$ cat src/rtl/rom_arb_pkg.sv
// Shared definitions for the instruction ROM arbiter: the ROM window, the response
// owner encoding and the one-entry response register layout.
package rom_arb_pkg;

    localparam logic [31:0] ROM_BASE = 32'hBFC0_0000;
    localparam logic [31:0] ROM_SIZE = 32'd4096;
    localparam int unsigned RESP_DATA_WIDTH = 32;

    typedef enum logic {
        OWN_IF = 1'b0,
        OWN_LD = 1'b1
    } owner_e;

    typedef struct packed {
        logic                       valid;
        owner_e                     owner;
        logic [RESP_DATA_WIDTH-1:0] data;
        logic                       err;
    } resp_t;

endpackage

$ cat src/rtl/rom_addr_check.sv
// Converts an absolute requester address into a ROM byte offset and flags accesses that
// are misaligned or fall outside the ROM window.
module rom_addr_check
    import rom_arb_pkg::*;
#(
    parameter int unsigned ADDR_WIDTH = 32,
    parameter int unsigned OFF_WIDTH  = 12
) (
    input  logic [ADDR_WIDTH-1:0] addr_i,
    output logic [OFF_WIDTH-1:0]  off_o,
    output logic                  legal_o
);

    logic [31:0] off_full;

    // Addresses below the base wrap to large offsets and fail the upper-bound test.
    always_comb begin
        off_full = 32'(addr_i) - ROM_BASE;
        off_o    = off_full[OFF_WIDTH-1:0];
        legal_o  = (addr_i[1:0] == 2'b00) && (off_full <= (ROM_SIZE - 32'd4));
    end

endmodule

$ cat src/rtl/instr_rom_arbiter.sv
// Arbitrates the asynchronous-read ROM port between instruction fetch and the load unit,
// returning data through a one-entry registered response stage with back-pressure.
module instr_rom_arbiter
    import rom_arb_pkg::*;
#(
    parameter int unsigned ADDR_WIDTH    = 32,
    parameter int unsigned DATA_WIDTH    = 32,
    parameter int unsigned ROM_OFF_WIDTH = 12,
    parameter int unsigned STARVE_LIMIT  = 4
) (
    input  logic                     clk_i,
    input  logic                     rst_ni,

    input  logic                     if_req_i,
    input  logic [ADDR_WIDTH-1:0]    if_addr_i,
    output logic                     if_gnt_o,
    output logic                     if_rvalid_o,
    output logic [DATA_WIDTH-1:0]    if_rdata_o,
    output logic                     if_err_o,
    input  logic                     if_rready_i,

    input  logic                     ld_req_i,
    input  logic [ADDR_WIDTH-1:0]    ld_addr_i,
    output logic                     ld_gnt_o,
    output logic                     ld_rvalid_o,
    output logic [DATA_WIDTH-1:0]    ld_rdata_o,
    output logic                     ld_err_o,
    input  logic                     ld_rready_i,

    output logic [ROM_OFF_WIDTH-1:0] rom_addr_o,
    input  logic [DATA_WIDTH-1:0]    rom_dout_i
);

    localparam int unsigned CntWidth = (STARVE_LIMIT < 1) ? 1 : $clog2(STARVE_LIMIT + 1);
    localparam logic [CntWidth-1:0] StarveMax = CntWidth'(STARVE_LIMIT);

    logic [ROM_OFF_WIDTH-1:0] if_off, ld_off;
    logic                     if_legal, ld_legal;

    rom_addr_check #(
        .ADDR_WIDTH (ADDR_WIDTH),
        .OFF_WIDTH  (ROM_OFF_WIDTH)
    ) u_if_check (
        .addr_i  (if_addr_i),
        .off_o   (if_off),
        .legal_o (if_legal)
    );

    rom_addr_check #(
        .ADDR_WIDTH (ADDR_WIDTH),
        .OFF_WIDTH  (ROM_OFF_WIDTH)
    ) u_ld_check (
        .addr_i  (ld_addr_i),
        .off_o   (ld_off),
        .legal_o (ld_legal)
    );

    resp_t               resp_d, resp_q;
    logic [CntWidth-1:0] starve_d, starve_q;
    logic                owner_rready, can_accept, if_win, ld_win, win_legal;

    always_comb begin
        owner_rready = (resp_q.owner == OWN_LD) ? ld_rready_i : if_rready_i;
        // Grants are held off while reset is asserted so the outputs read as idle.
        can_accept   = rst_ni && (!resp_q.valid || owner_rready);
        if_win       = can_accept && if_req_i && !(ld_req_i && (starve_q == StarveMax));
        ld_win       = can_accept && ld_req_i && !if_win;
        win_legal    = ld_win ? ld_legal : if_legal;

        resp_d = resp_q;
        if (if_win || ld_win) begin
            resp_d.valid = 1'b1;
            resp_d.owner = ld_win ? OWN_LD : OWN_IF;
            resp_d.data  = win_legal ? RESP_DATA_WIDTH'(rom_dout_i) : '0;
            resp_d.err   = !win_legal;
        end else if (resp_q.valid && owner_rready) begin
            resp_d.valid = 1'b0;
        end

        starve_d = starve_q;
        if (ld_win) begin
            starve_d = '0;
        end else if (ld_req_i && (starve_q != StarveMax)) begin
            starve_d = starve_q + 1'b1;
        end
    end

    always_ff @(posedge clk_i or negedge rst_ni) begin
        if (!rst_ni) begin
            resp_q   <= '0;
            starve_q <= '0;
        end else begin
            resp_q   <= resp_d;
            starve_q <= starve_d;
        end
    end

    always_comb begin
        if_gnt_o    = if_win;
        ld_gnt_o    = ld_win;
        rom_addr_o  = !rst_ni ? '0 : (ld_win ? ld_off : if_off);

        if_rvalid_o = resp_q.valid && (resp_q.owner == OWN_IF);
        ld_rvalid_o = resp_q.valid && (resp_q.owner == OWN_LD);
        if_rdata_o  = if_rvalid_o ? DATA_WIDTH'(resp_q.data) : '0;
        ld_rdata_o  = ld_rvalid_o ? DATA_WIDTH'(resp_q.data) : '0;
        if_err_o    = if_rvalid_o && resp_q.err;
        ld_err_o    = ld_rvalid_o && resp_q.err;
    end

endmodule

$ cat config.mk
export PLATFORM = sky130hd
export DESIGN_NAME = instr_rom_arbiter
export DESIGN_NICKNAME = d
export VERILOG_FILES = /design/src/rtl/rom_arb_pkg.sv /design/src/rtl/rom_addr_check.sv /design/src/rtl/instr_rom_arbiter.sv
export SDC_FILE = /design/constraint.sdc
export NUM_CORES = 1
export LEC_CHECK = 0
export BUFFER_PORTS_ARGS = -buffer_cell sky130_fd_sc_hd__buf_2
export CAP_MARGIN = 10
export CELL_PAD_IN_SITES_DETAIL_PLACEMENT = 1
export CELL_PAD_IN_SITES_GLOBAL_PLACEMENT = 1
export CORE_AREA = 8 8 123 91
export DETAILED_ROUTE_END_ITERATION = 7
export DIE_AREA = 0 0 131 99
export PLACE_DENSITY = 0.8
export SLEW_MARGIN = 0
export SYNTH_ARGS = -nofsm -noshare
export SYNTH_HDL_FRONTEND = slang
export SYNTH_SLANG_ARGS = --single-unit
$ cat constraint.sdc
create_clock -name clk_i -period 2.62 [get_ports clk_i]
set_input_delay 0.524 -clock clk_i [delete_from_list [all_inputs] [get_ports clk_i]]
set_output_delay 0.524 -clock clk_i [all_outputs]
set_load 0.02 [all_outputs]
# Word-level counts from Yosys, hierarchy flattened
# Cells that the tools add are included.
# Widths: inputs -> output; s select.
dict set report totals {
  ff_bits 38
  in_bits 102
  output_inout_bits 82
  word_cells 49
}
dict set report classes {
  add_sub_neg 3
  magnitude_cmp 2
  eq_ne 2
  n_mux 12
  n_bitwise 1
  reduce_logical 24
}
# op n
set ops {}
lappend ops {{$mux 32} 3}
lappend ops {{$le 32x12->1 const B} 2}
lappend ops {{$sub 32x32->32 const B} 2}
lappend ops {{$mux 12} 2}
lappend ops {{$logic_and 1x1->1} 14}
lappend ops {{$mux 3} 2}
lappend ops {{$mux 1} 5}
lappend ops {{$logic_not 1->1} 4}
lappend ops {{$logic_not 2->1} 2}
lappend ops {{$reduce_bool 2->1} 2}
lappend ops {{$add 3x1->3 const B} 1}
lappend ops {{$eq 3x3->1 const B} 1}
lappend ops {{$ne 3x3->1 const B} 1}
lappend ops {{$logic_or 1x1->1} 2}
lappend ops {{$not 1->1} 1}

# Logic depth before layout (Yosys ltp)
# Gate-level depths: netlist of the first run.
dict set report logic_depth {
  word_depth 9
  depth_mapped 9
}

# Cells and area by module
# A second synthesis of the first run with hierarchy kept.
dict set report unflattened {
  cells_unflattened 325
  hier_area_um2 2671.3
}
# mod instances cells_per_inst area_each_um2 seq_area_each_um2
set by_module_without_submodules {}
lappend by_module_without_submodules {instr_rom_arbiter 1 283 2338.5 950.9}
lappend by_module_without_submodules {rom_addr_check 2 21 166.4 0.0}

# Worst setup path after synthesis of the first run
# No wires, ideal clock.
dict set report synth_path {
  path_type {input-to-output}
  start {input ld_req_i}
  end {output rom_addr_o[10]}
  arrival_time_ns 1.822
  path_slack_ns 0.274
  path_stages 7
  cell_sequence {clkbuf_1 -> nand2_1 -> a211oi_1 -> buf_4 -> buf_4 -> mux2i_1 -> nor2b_1}
}
dict set report synth_via {
  elab_chain_cells 7
  word_cells_on_any_way 8
  cone_classes {mux (2); reduce/logical (6)}
}
# element line_no
set synth_lines {}
lappend synth_lines {{from (decl)} instr_rom_arbiter.sv:22} ;# input logic ld_req_i,
lappend synth_lines {{$logic_and 1x1->1} instr_rom_arbiter.sv:66} ;# if_win = can_accept && if_req_i && !(ld_req_i && (starve_q == StarveMax));
lappend synth_lines {{$logic_not 1->1} instr_rom_arbiter.sv:66}
lappend synth_lines {{$logic_and 1x1->1} instr_rom_arbiter.sv:66}
lappend synth_lines {{$logic_not 1->1} instr_rom_arbiter.sv:67} ;# ld_win = can_accept && ld_req_i && !if_win;
lappend synth_lines {{$logic_and 1x1->1 (*)} instr_rom_arbiter.sv:67}
lappend synth_lines {{net ld_gnt_o} instr_rom_arbiter.sv:24} ;# output logic ld_gnt_o,
lappend synth_lines {{$mux 12 (*) (2 in series)} instr_rom_arbiter.sv:101} ;# rom_addr_o = !rst_ni ? '0 : (ld_win ? ld_off : if_off);
lappend synth_lines {{to (decl)} instr_rom_arbiter.sv:30} ;# output logic [ROM_OFF_WIDTH-1:0] rom_addr_o,
# Mark *: on every way through the listed nets, which the timed path passes. The rest lies on a longest branch.

# Final worst setup path of the first run
dict set report layout_path {
  start {register starve_q[0]}
  end {output rom_addr_o[4]}
}
dict set report layout_via {
  elab_chain_cells 8
}
# element line_no
set layout_lines {}
lappend layout_lines {{from (decl)} instr_rom_arbiter.sv:59} ;# logic [CntWidth-1:0] starve_d, starve_q;
lappend layout_lines {{from (signal assigned)} instr_rom_arbiter.sv:94} ;# starve_q <= starve_d;
lappend layout_lines {{$eq 3x3->1} instr_rom_arbiter.sv:66}
lappend layout_lines {{$logic_and 1x1->1} instr_rom_arbiter.sv:66}
lappend layout_lines {{$logic_not 1->1} instr_rom_arbiter.sv:66}
lappend layout_lines {{$logic_and 1x1->1} instr_rom_arbiter.sv:66}
lappend layout_lines {{$logic_not 1->1} instr_rom_arbiter.sv:67}
lappend layout_lines {{$logic_and 1x1->1} instr_rom_arbiter.sv:67}
lappend layout_lines {{$mux 12 (2 in series)} instr_rom_arbiter.sv:101}
# Every way passes these cells.

==> metrics, run 1 <==
status=finished clean; Post-Route Utilization=0.406; Inst Count DP=594; WP data arrival=1970 ps; Max-slew headroom=0.637; Worst VDD drop=0.216 mV; warnings from Yosys=0; Tcrit/Tclk final=0.951; top post-synthesis cells by area=dfrtp_1 (38%), nand2_1 (11%), o21ai_2 (10%), and2_1 (8.4%), and3_1 (8.4%); endpoints failing setup=0; Core ar.=9350 um2; CTS Sinks=38; grt total ovfl=0; crit path max-delay cell type=dfrtp_1; setup TNS=0 ps; Max Clock Skew=3.54 ps; clock-pin transition on the worst setup and hold timing paths=60 ps; Synth Area per Inst=8.55 um2; Cell Area, Synth=2520 um2; leakage=0.00215 uW; Mapped Cells=roughly 300; input/output buffers=between 150 and 200; # diodes=0; XOR/XNOR share of the synthesized area=0.00347; clock root buffer master=clkbuf_16; initial drt markers=~120; DIE AREA=around 13000 um2; layout overhead on the synthesized area=50.5%; via count=2799; post-detail-place hpwl=8060 um; largest net degree at the start of global routing=37; Compound-Gate Fraction of Synth Area=0.135; die width=131 um; DRC viols=0; GPL Wtd Cong=0.731; top cell type's share of synthesized area=0.377; Critical Path Max Stage Delay=380 ps; DRT Wirelength=9840 um; I/O Pins=184; CP startpoint kind=register; R2R cell count=9; reg-to-reg critical path endpoint=resp_q[15]; Clock Tree Buf Depth=2; nets@finish=~580; Power Density=534 nW/um2; Worst Path Required=2100 ps; Seq/Total Area, Yosys=0.377; GRT Overall Usage=0.151; share of layout cells above drive strength 1=0.513; Final Critical Period=2490 ps; first-pass GRT wire length=15700 um; site row count=30; synthesized net count=399; Vias/cell=4.63; crit end category=primary output; WHS=210 ps; Post-synth EDFFs=0; CTS tree=built; vias in the first global route=3159; most frequent cell after synthesis=nand2_1; synth unique cells=34; Worst Setup SP=starve_q[0]; Post-synth ARST share=1.00; fmax=0.401 GHz; Die H=99 um; Post-synth top cells=nand2_1 (71), dfrtp_1 (38), and2_1 (34), and3_1 (34), o21ai_2 (30); post-synth top area cell=dfrtp_1; Simple-Gate Fraction of Synth Area=0.361; Worst Path Max Fanout=8; actual slew at the worst max-slew pin=544 ps; total CTS buffers=5; adder-cell area share of the yosys netlist=0.00993; antenna-violating nets left=0; mux share of post-synthesis cell area=0.0576; Final Hold Viols=0; main combinational cell family by area after synthesis=simple AND/OR/NAND/NOR gates; #FFs+latches synth=38; Critical path buffers and inverters=3; Final Non-Filler Cells=604; worst-path cell chain=inv_1 -> ha_2 -> a21boi_1 -> a211oi_4 -> buf_6 -> mux2i_2 -> nor2b_1 -> buf_2; WL per Instance=16.3 um; insertion delay to the later sink of the worst-skew pair=between 200 and 300 ps; Critical R2R Launch=starve_q[0]; maxcap violations=0; r2r setup slk=about 360 ps; fin. max-slew vios=0; 1st-pass router iterations=4; Worst Hold Class=in2async; Post-CTS Hold Buffers=0; Post-synth top flop=dfrtp_1; initial antenna violation count=0; CP delay by family, top=buffers and inverters; Setup CP Type=reg2out; Initial Util=0.270; H-tree depth=2
==> where the power goes <==
group | leakage, uW | total [uW] | switching (uW) | internal [uW]
clock | 0.0000940 | 793 | 245 | 547
sequential | 0.000517 | 648 | 30.1 | 618
combinational | 0.00154 | 584 | 369 | 215
total | 0.00215 | 2030 | 645 | 1380
==> routing by layer <==
metal	track usage	routed length [um]	vias to the layer above
met2	0.266	4730	129
met1	0.170	3960	1309
met3	0.0545	1070	7
met4	0.0299	76	0
met5	0	0	-
li1	-	-	1354
==> how the worst max path moves through the flow <==
stage                           endpoint  slack, ps  cells after the start
after floorplan           rom_addr_o[10]        270                      7
after global placement    rom_addr_o[11]        290                      8
after detailed placement   rom_addr_o[4]        240                      8
after CTS                  rom_addr_o[4]          6                      8
after global routing       rom_addr_o[2]     -0.002                      8
final                      rom_addr_o[4]        130                      8
==> logic make-up (layout without fill, tap and decap cells) <==
kind of cell    Yosys count  in the layout
compound gates           41             41
xor+xnor                  1              1
fa+ha+maj                 2              2
buf+inv                  26            207
flops                    38             38
mux                      14             14
simple gates            173            173
==> worst reg2reg max path: cells and delay by family (launching register included) <==
family                     cells  cell delay [ps]
DFF                            1              380
buffers and inverters          4              720
AOI/OAI and AO/OA              4              830
adders and majority gates      1              220
==> final cells by class <==
cell class / instances / area [um2]
fill: 1175 / 5550
clock inverter: 3 / 68.8
sequential: 38 / 951
timing repair buffer: 197 / 1020
multi-input combinational: 231 / 1460
tap: 128 / 160
clock buffer: 5 / 125
inverter: 2 / 7.51
==> sequential cells by signal (all words and copies together) (netlist names) <==
| signal | count |
|---|---|
| resp_q | 35 |
| starve_q | 3 |
==> stage by stage <==
| step | area, um2 | total power (uW) | setup WS (ps) |
|---|---|---|---|
| after floorplan | 2520 | 993 | 274 |
| after global placement | 3570 | 1210 | 294 |
| after detailed placement | 3570 | 1240 | 241 |
| after CTS | 3780 | 2060 | 6.42 |
| after global routing | 3790 | 2140 | -0.00244 |
| final | 3790 | 2030 | 128 |
==> repair_timing <==
action	in CTS	in global routing
setup endpoints to repair	12	11
cloned	0	1
pin swaps	0	1
gates resized for setup	2	5
buffers inserted	1	0
==> cell usage in the layout (no fill, tap or decap), drive strengths merged <==
cell type / instances
a211oi: 1
a21boi: 2
a21oi: 3
and2: 34
and3: 34
and4b: 2
buf: 197
bufinv: 2
clkbuf: 5
clkinv: 1
dfrtp: 38
ha: 2
inv: 2
mux2: 1
mux2i: 13
nand2: 71
nand3: 3
nand4: 3
nand4b: 1
nor2: 2
nor2b: 13
nor3: 3
nor4: 3
o21a: 1
o21ai: 33
o31a: 1
or3: 1
or4: 2
or4bb: 1
xnor2: 1
Note: power is estimated with default switching activity, not from simulation.
==> inputs of run 2 (changes only) <==
--- a/config.mk
+++ b/config.mk
@@ -9,10 +9,10 @@
 export CAP_MARGIN = 10
 export CELL_PAD_IN_SITES_DETAIL_PLACEMENT = 1
 export CELL_PAD_IN_SITES_GLOBAL_PLACEMENT = 1
-export CORE_AREA = 8 8 123 91
+export CORE_AREA = 8 8 101 103
 export DETAILED_ROUTE_END_ITERATION = 7
-export DIE_AREA = 0 0 131 99
-export PLACE_DENSITY = 0.8
+export DIE_AREA = 0 0 109 111
+export PLACE_DENSITY = 0.85
 export SLEW_MARGIN = 0
 export SYNTH_ARGS = -nofsm -noshare
 export SYNTH_HDL_FRONTEND = slang
==> constraint.sdc (replaced) <==
create_clock -name clk_i -period 3.09 [get_ports clk_i]
set_input_delay 0.618 -clock clk_i [delete_from_list [all_inputs] [get_ports clk_i]]
set_output_delay 0.618 -clock clk_i [all_outputs]
set_load 0.02 [all_outputs]
==> metrics, run 2 (synthesis results as in run 1) <==
clock root buffer master=clkbuf_8; CTS resizes=0; Die H=111 um; leakage=0.00208 uW; layout overhead on the synthesized area=43.7%; share of layout cells above drive strength 1=0.500; Setup CP Type=reg2out; initial drt markers=between 50 and 60; Tcrit/Tclk final=0.898; vias in the first global route=3165; Max-slew headroom=0.398; WP data arrival=2160 ps; CP startpoint kind=register; DRT Wirelength=roughly 10000 um; most common cell after layout, fill and taps aside=buf_2; Power Density=383 nW/um2; Logic pwr share=0.345; Reg power frac=0.401; setup TNS=0 ps; initial antenna violation count=0; Final Critical Period=approximately 2800 ps; max FFs per register=35; I/O Pins=184; Pwr Total=1390 uW; CTS tree=built; largest net degree at the start of global routing=46; maxcap violations=0; multi-input logic area=1450 um2; CTS Sinks=38; WL per Instance=roughly 17 um; Initial Util=0.295; grt total ovfl=0; nets@finish=~580; post-detail-place hpwl=just over 8000 um; RSZ-0062 raised after global routing=no; # diodes=0; biggest regs=resp_q: 35 flops, starve_q: 3 flops; internal power=between 800 and 900 uW; crit end category=primary output; DRC viols=0; Vias/cell=4.77; Post-CTS Hold Buffers=0; antenna-violating nets left=0; Worst Setup SP=starve_q[0]; H-tree depth=2; clock-pin transition on the worst setup and hold timing paths=80 ps; endpoints failing setup=0; Max Clock Skew=5.67 ps; total CTS buffers=5; Final Hold Viols=0; FF/Latch Area=roughly 950 um2; most frequent cells in the layout=buf_2 (183), nand2_1 (71), dfrtp_1 (38); Top reg by flops=resp_q; via count=roughly 2800; Switch Pwr=approximately 510 uW; Clock Tree Buf Depth=2; GPL Wtd Cong=between 0.7 and 0.8; actual slew at the worst max-slew pin=903 ps; Worst Hold Class=in2async; setup bufs post-CTS=0; die width=about 110 um; Clock power frac=0.253; Critical R2R Launch=starve_q[0]; Worst Path Required=2470 ps; Filler cells=1085; fmax=0.360 GHz; GRT Overall Usage=0.165; 1st-pass router iterations=4; Worst Path Max Fanout=18; first-pass GRT wire length=16000 um; status=finished clean; insertion delay to the later sink of the worst-skew pair=280 ps; Worst VDD drop=0.144 mV; fin. max-slew vios=0; Core ar.=about 8600 um2; Sw Share=0.366; site row count=34; input/output buffers=183; DIE AREA=12100 um2
==> run 2: cell types whose count changed in the layout (fill, tap and decap cells not counted), sizes merged <==
cell / delta
buf: -4
clkbuf: +2
bufinv: -2
==> run 2: worst max-delay path, stage by stage (launching register included) <==
cell	delay (ps)
dfrtp_1	390
inv_1	100
ha_1	230
a21boi_0	160
a211oi_4	220
buf_4	300
mux2i_1	240
nor2b_1	70
buf_2	160
==> run 2: area by class of cell <==
cell class                      instances  area share
Multi-Input combinational cell        231       0.400
Inverter                                2     0.00207
Sequential cell                        38       0.262
Timing Repair Buffer                  193       0.273
Clock inverter                          1     0.00138
Clock buffer                            7      0.0238
Tap cell                              108      0.0373
==> run 2: path summary, 6_finish.rpt <==
kind	end	slack [ps]	cells after the start
worst max register to register	resp_q[0]	680	7
min in group clk_i	resp_q[6]	500	2
worst min-delay path	resp_q[33]	170	1
max in group asynchronous	resp_q[9]	2160	2
worst min register to register	resp_q[6]	500	2
worst max-delay path	rom_addr_o[6]	310	8
==> run 2: power by group through the flow <==
stage          Combinational, uW  Clock [uW]  Sequential (uW)
2_1_floorplan                295           0              547
3_5_place_dp                 487           0              565
3_3_place_gp                 460           0              564
4_1_cts                      487         366              557
5_1_grt                      534         386              560
6_report                     479         351              556
==> run 2: metal layers <==
layer / global-route usage / routed length [um]
met1: 0.179 / 3750
met2: 0.295 / 5030
met3: 0.0500 / 982
met4: 0.0521 / 195
met5: 0 / 0
==> run 2: metrics by stage <==
step,std cells,hold WS (ps),instance area [um2],setup slack [ps],utilization
detailed placement,572,479,3530,560,0.413
global placement,572,474,3530,637,0.413
finish,580,170,3620,314,0.424
floorplan,295,322,2520,556,-
global route,580,165,3620,152,0.424
CTS,580,161,3620,295,0.424
